### config.mk
export PLATFORM = sky130hd
export DESIGN_NAME = interrupt_controller
export DESIGN_NICKNAME = d
export VERILOG_FILES = /design/src/rtl/interrupt_controller_pkg.sv /design/src/rtl/interrupt_controller_prio_enc.sv /design/src/rtl/interrupt_controller.sv
export SDC_FILE = /design/constraint.sdc
export NUM_CORES = 1
export LEC_CHECK = 0
export BUFFER_PORTS_ARGS = -buffer_cell sky130_fd_sc_hd__buf_2
export CAP_MARGIN = 5
export CELL_PAD_IN_SITES_DETAIL_PLACEMENT = 1
export CELL_PAD_IN_SITES_GLOBAL_PLACEMENT = 2
export CORE_MARGIN = 2
export CORE_UTILIZATION = 33
export CTS_BUF_LIST = sky130_fd_sc_hd__clkbuf_8
export DETAILED_ROUTE_END_ITERATION = 7
export MAX_ROUTING_LAYER = met4
export PLACE_DENSITY = 0.78
export SLEW_MARGIN = 20
export SYNTH_ARGS = -nofsm -noshare
export SYNTH_HDL_FRONTEND = slang
export SYNTH_SLANG_ARGS = --single-unit
export TNS_END_PERCENT = 10
### constraint.sdc
create_clock -name clk_i -period 1.23 [get_ports clk_i]
set_input_delay 0.0615 -clock clk_i [delete_from_list [all_inputs] [get_ports clk_i]]
set_output_delay 0.0615 -clock clk_i [all_outputs]
set_load 0.005 [all_outputs]
### src/rtl/interrupt_controller_pkg.sv
// Shared definitions for the interrupt controller: FSM encoding and default sizing.
package interrupt_controller_pkg;

  typedef enum logic [1:0] {
    ST_IDLE    = 2'd0,
    ST_REQ     = 2'd1,
    ST_SERVICE = 2'd2
  } state_e;

  localparam int         N_IRQ_DEF    = 8;
  localparam int         ID_W_DEF     = 3;
  localparam logic [7:0] MASK_RST_DEF = 8'hFF;

endpackage

### src/rtl/interrupt_controller_prio_enc.sv
// Combinational fixed-priority encoder: the lowest set index wins, zero latency.
module interrupt_controller_prio_enc
  import interrupt_controller_pkg::*;
#(
  parameter int N = N_IRQ_DEF,
  parameter int W = ID_W_DEF
) (
  input  logic [N-1:0] req_i,
  output logic         found_o,
  output logic [W-1:0] id_o
);

  // Scanning downwards lets the lowest set index overwrite any higher one.
  always_comb begin
    found_o = 1'b0;
    id_o    = '0;
    for (int i = N - 1; i >= 0; i--) begin
      if (req_i[i]) begin
        found_o = 1'b1;
        id_o    = W'(i);
      end
    end
  end

endmodule

### src/rtl/interrupt_controller.sv
// Edge-captured, maskable, fixed-priority interrupt controller with a req/ack/done cpu handshake.
// Edge to pending takes 1 cycle and pending to irq_req 1 more; no nesting while in service.
module interrupt_controller
  import interrupt_controller_pkg::*;
#(
  parameter int               N_IRQ    = N_IRQ_DEF,
  parameter int               ID_W     = ID_W_DEF,
  parameter logic [N_IRQ-1:0] MASK_RST = MASK_RST_DEF[N_IRQ-1:0]
) (
  input  logic             clk_i,
  input  logic             rst_ni,
  input  logic [N_IRQ-1:0] irq_in_i,
  input  logic             mask_we_i,
  input  logic [N_IRQ-1:0] mask_wdata_i,
  input  logic             irq_ack_i,
  input  logic             irq_done_i,
  output logic             irq_req_o,
  output logic [ID_W-1:0]  irq_id_o,
  output logic [N_IRQ-1:0] pending_o,
  output logic             in_service_o
);

  state_e            state_q, state_d;
  logic [N_IRQ-1:0]  prev_q, pending_q, pending_d, mask_q;
  logic [N_IRQ-1:0]  rise, eligible, clr;
  logic [ID_W-1:0]   irq_id_q, irq_id_d, win_id;
  logic              win_found;

  assign rise     = irq_in_i & ~prev_q;
  assign eligible = pending_q & mask_q;

  interrupt_controller_prio_enc #(
    .N (N_IRQ),
    .W (ID_W)
  ) u_prio_enc (
    .req_i   (eligible),
    .found_o (win_found),
    .id_o    (win_id)
  );

  always_comb begin
    clr = '0;
    if (state_q == ST_REQ && irq_ack_i) begin
      clr[irq_id_q] = 1'b1;
    end
  end

  // A fresh edge on the line being acked re-arms it rather than being swallowed.
  assign pending_d = (pending_q & ~clr) | rise;

  always_ff @(posedge clk_i or negedge rst_ni) begin
    if (!rst_ni) begin
      prev_q    <= '0;
      pending_q <= '0;
      mask_q    <= MASK_RST;
      irq_id_q  <= '0;
    end else begin
      prev_q    <= irq_in_i;
      pending_q <= pending_d;
      irq_id_q  <= irq_id_d;
      if (mask_we_i) begin
        mask_q <= mask_wdata_i;
      end
    end
  end

  always_ff @(posedge clk_i or negedge rst_ni) begin
    if (!rst_ni) begin
      state_q <= ST_IDLE;
    end else begin
      state_q <= state_d;
    end
  end

  // The winner is latched only when leaving IDLE, so irq_id stays frozen through REQ and SERVICE.
  always_comb begin
    state_d  = state_q;
    irq_id_d = irq_id_q;
    unique case (state_q)
      ST_IDLE: begin
        if (win_found) begin
          state_d  = ST_REQ;
          irq_id_d = win_id;
        end
      end
      ST_REQ: begin
        if (irq_ack_i) begin
          state_d = ST_SERVICE;
        end
      end
      ST_SERVICE: begin
        if (irq_done_i) begin
          state_d = ST_IDLE;
        end
      end
      default: state_d = ST_IDLE;
    endcase
  end

  always_comb begin
    irq_req_o    = (state_q == ST_REQ);
    in_service_o = (state_q == ST_SERVICE);
    irq_id_o     = irq_id_q;
    pending_o    = pending_q;
  end

endmodule
==> metrics <==
Critical Path AT=~1400 ps; Top-Level Pins=34; via count=a little under 1000; FF+latch count, synth=29; multiplexer area fraction after synthesis=under 10%; CP Capture Type=register; Area Growth Syn to Fin=42.9%; simple-gate share of the synthesized area=9.07%; crit path kind=reg -> reg; Nets=177; layout cells sized above 1=roughly 47%; Hold/Removal Path Class=in -> reg; number of global-route vias before repair=between 1000 and 1500; final hold vios=0; Static Leak=about 0.00075 uW; synth unique cells=22; max-cap violation count=0; drt via density=approximately 4.7; Inserted Clock Buffers=5; sequential area share after synthesis=63.5%; Starting DRT DRC Count=6; dpl hpwl=approximately 2200 um; core area=between 0.003 and 0.004 sq mm; Root Buffer=clkbuf_8; endpoints failing setup=2; Compound-Gate Fraction of Synth Area=roughly 16%; row cnt=21; minimum clock period=1280 ps; CP Max Fanout=3; Placer Congestion=0.722; PD cells=between 1500 and 2000 mW/mm^2; largest net degree at the start of global routing=30; grt total ovfl=0; largest family of logic cells by synthesized area=compound AO/OA/AOI/OAI gates; post-synthesis instance total=slightly below 100; Non-Filler Instances=about 200; Slew @ Worst Pin=648 ps; violated checks=setup timing; VDD IR max=roughly 0.00087 V; cell count after placement=~190; CTS tree=yes; H-tree depth=2; DR pass1 iterations=3; status=finished with violations; clock buffer depth=2; Worst Skew=between 4 and 5 ps; Port Buffers=33; YS warnings=0; Die Y=around 63 um; setup ws final=-48.4 ps; mean post-synth cell area=between 10 and 15 sq um; final total power=~3200 uW; initial core utilization=approximately 34%; All-Layer GR Usage=17.8%; Post-Syn Nets=120; Clock Latency Late Sink=around 280 ps; clock slew at reported path FFs=~60 ps; area of the mapped netlist=roughly 0.0012 sq mm; post-CTS setup buffer count=0; Clock Sinks=29; ANT nets after route=0; global-route wire length before repair=between 5000 and 6000 um; DIE WIDTH=around 63 um; diode count=0; Data required, critical path=between 1000 and 1500 ps; drt drc=0; WL per Instance=around 14 um; Worst setup SP type=register; initial antenna violation count=0; fin area=0.00166 sq mm; Max Fclk=a little under 800 MHz; Post-DP Area=0.00144 sq mm; Adder-Cell Fraction of Synth Area=0%; Tcrit/Tclk final=104%; die area=0.00400 sq mm; Slew Limit Fails=0; unrepaired setup endpoints after global routing=true; Rel. slew slack=about 57%; xor/xnor cell area share of the yosys netlist=0%; Final Routed Wirelength=between 2000 and 3000 um; Sum Neg Setup Slack=-54.7 ps
synthesized netlist by cell type (all sizes together):
master   count  area share (%)
nor2b        1            0.54
o21ai       16             6.9
dfrtp       21              45
dfstp        8              18
nand2       10             3.2
nand3b       1            0.65
a21oi        4             1.7
buf          1            0.43
o31ai        2             1.7
a31oi        1            0.54
o2bb2ai      1            0.76
a32o         2             1.7
mux2         8             7.8
nand2b       4             2.2
nor2         1            0.32
nand3        2            0.86
or2          1            0.76
nand4        1            0.54
inv         10             3.2
a22oi        4             2.6
worst paths after layout:
kind	start	end	slack [ps]	depth (start not counted)
max in group asynchronous	rst_ni	state_q[0]	460	2
max reg2reg	mask_q[6]	irq_id_o[0]	-50	4
min	mask_wdata_i[4]	mask_q[4]	10	2
min reg2reg	prev_q[2]	pending_o[2]	410	1
min in group asynchronous	rst_ni	irq_id_o[1]	340	2
max	mask_q[6]	irq_id_o[0]	-50	4
registers in the layout, indices dropped and copies added, names as in the netlist:
name	cells
mask_q	8
pending_o	8
prev_q	8
irq_id_o	3
state_q	2
what timing repair did:
item,in CTS,in global routing
endpoints found under the hold margin,29,0
hold buffers,9,0
setup endpoints to repair,4,13
pin swaps,0,4
resized for setup,1,18
power breakdown:
part           internal [uW]  leakage, uW  switching, uW  total, uW
sequential              1170     0.000312            217       1390
clock                    438    0.0000538            346        785
combinational            517     0.000386            508       1030
total                   2130     0.000752           1070       3200
cells by family after synthesis:
family,Yosys count
DFF,29
buffers and inverters,11
AOI/OAI and AO/OA,30
and+or+nand+nor,21
muxes,8
final cells by class:
type,count,area [sq um]
repair buffers,51,323
clock inverters,2,7.51
inverters,10,37.5
well taps,46,57.6
clock buffers,6,82.6
flip-flops and latches,29,736
fillers,396,1710
multi-input cells,59,412
layer usage:
metal	part of all wire [%]	wire length, um	vias up	GRT usage (%)
met5	0	0	-	-
met4	0.65	19	0	7.34
met3	5.0	147	2	6.43
met2	49	1440	26	28.3
met1	45	1310	474	20.3
li1	-	-	460	-
layout by cell type, fill, tap and decap left out, drive strengths merged, types with 2 or more instances in the layout:
cell,synthesis,layout
buf,1,42
dfrtp,21,21
o21ai,16,16
inv,10,12
nand2,10,10
dlygate4sd3,0,9
mux2,8,8
dfstp,8,8
clkbuf,0,6
nand2b,4,4
a21oi,4,4
a22oi,4,4
o31ai,2,2
a32o,2,2
nand3,2,2
worst max-delay path: stages, from the launching register on:
cell and delay [ps]:
dfstp_2 540, nand2_1 50, a32o_1 260, a31oi_1 210
o2bb2ai_1 100
metrics by stage:
step / worst slack, ps / util, % / hold slack [ps]
finish: -48.4 / 49.2 / 12.9
CTS: -51.1 / 48.3 / 3.91
detailed placement: -61.5 / 42.9 / 126
floorplan: 94.3 / - / -234
global placement: -8.86 / 42.9 / 119
global route: -93.7 / 49.2 / 11.1
(Power assumes the default switching activity.)
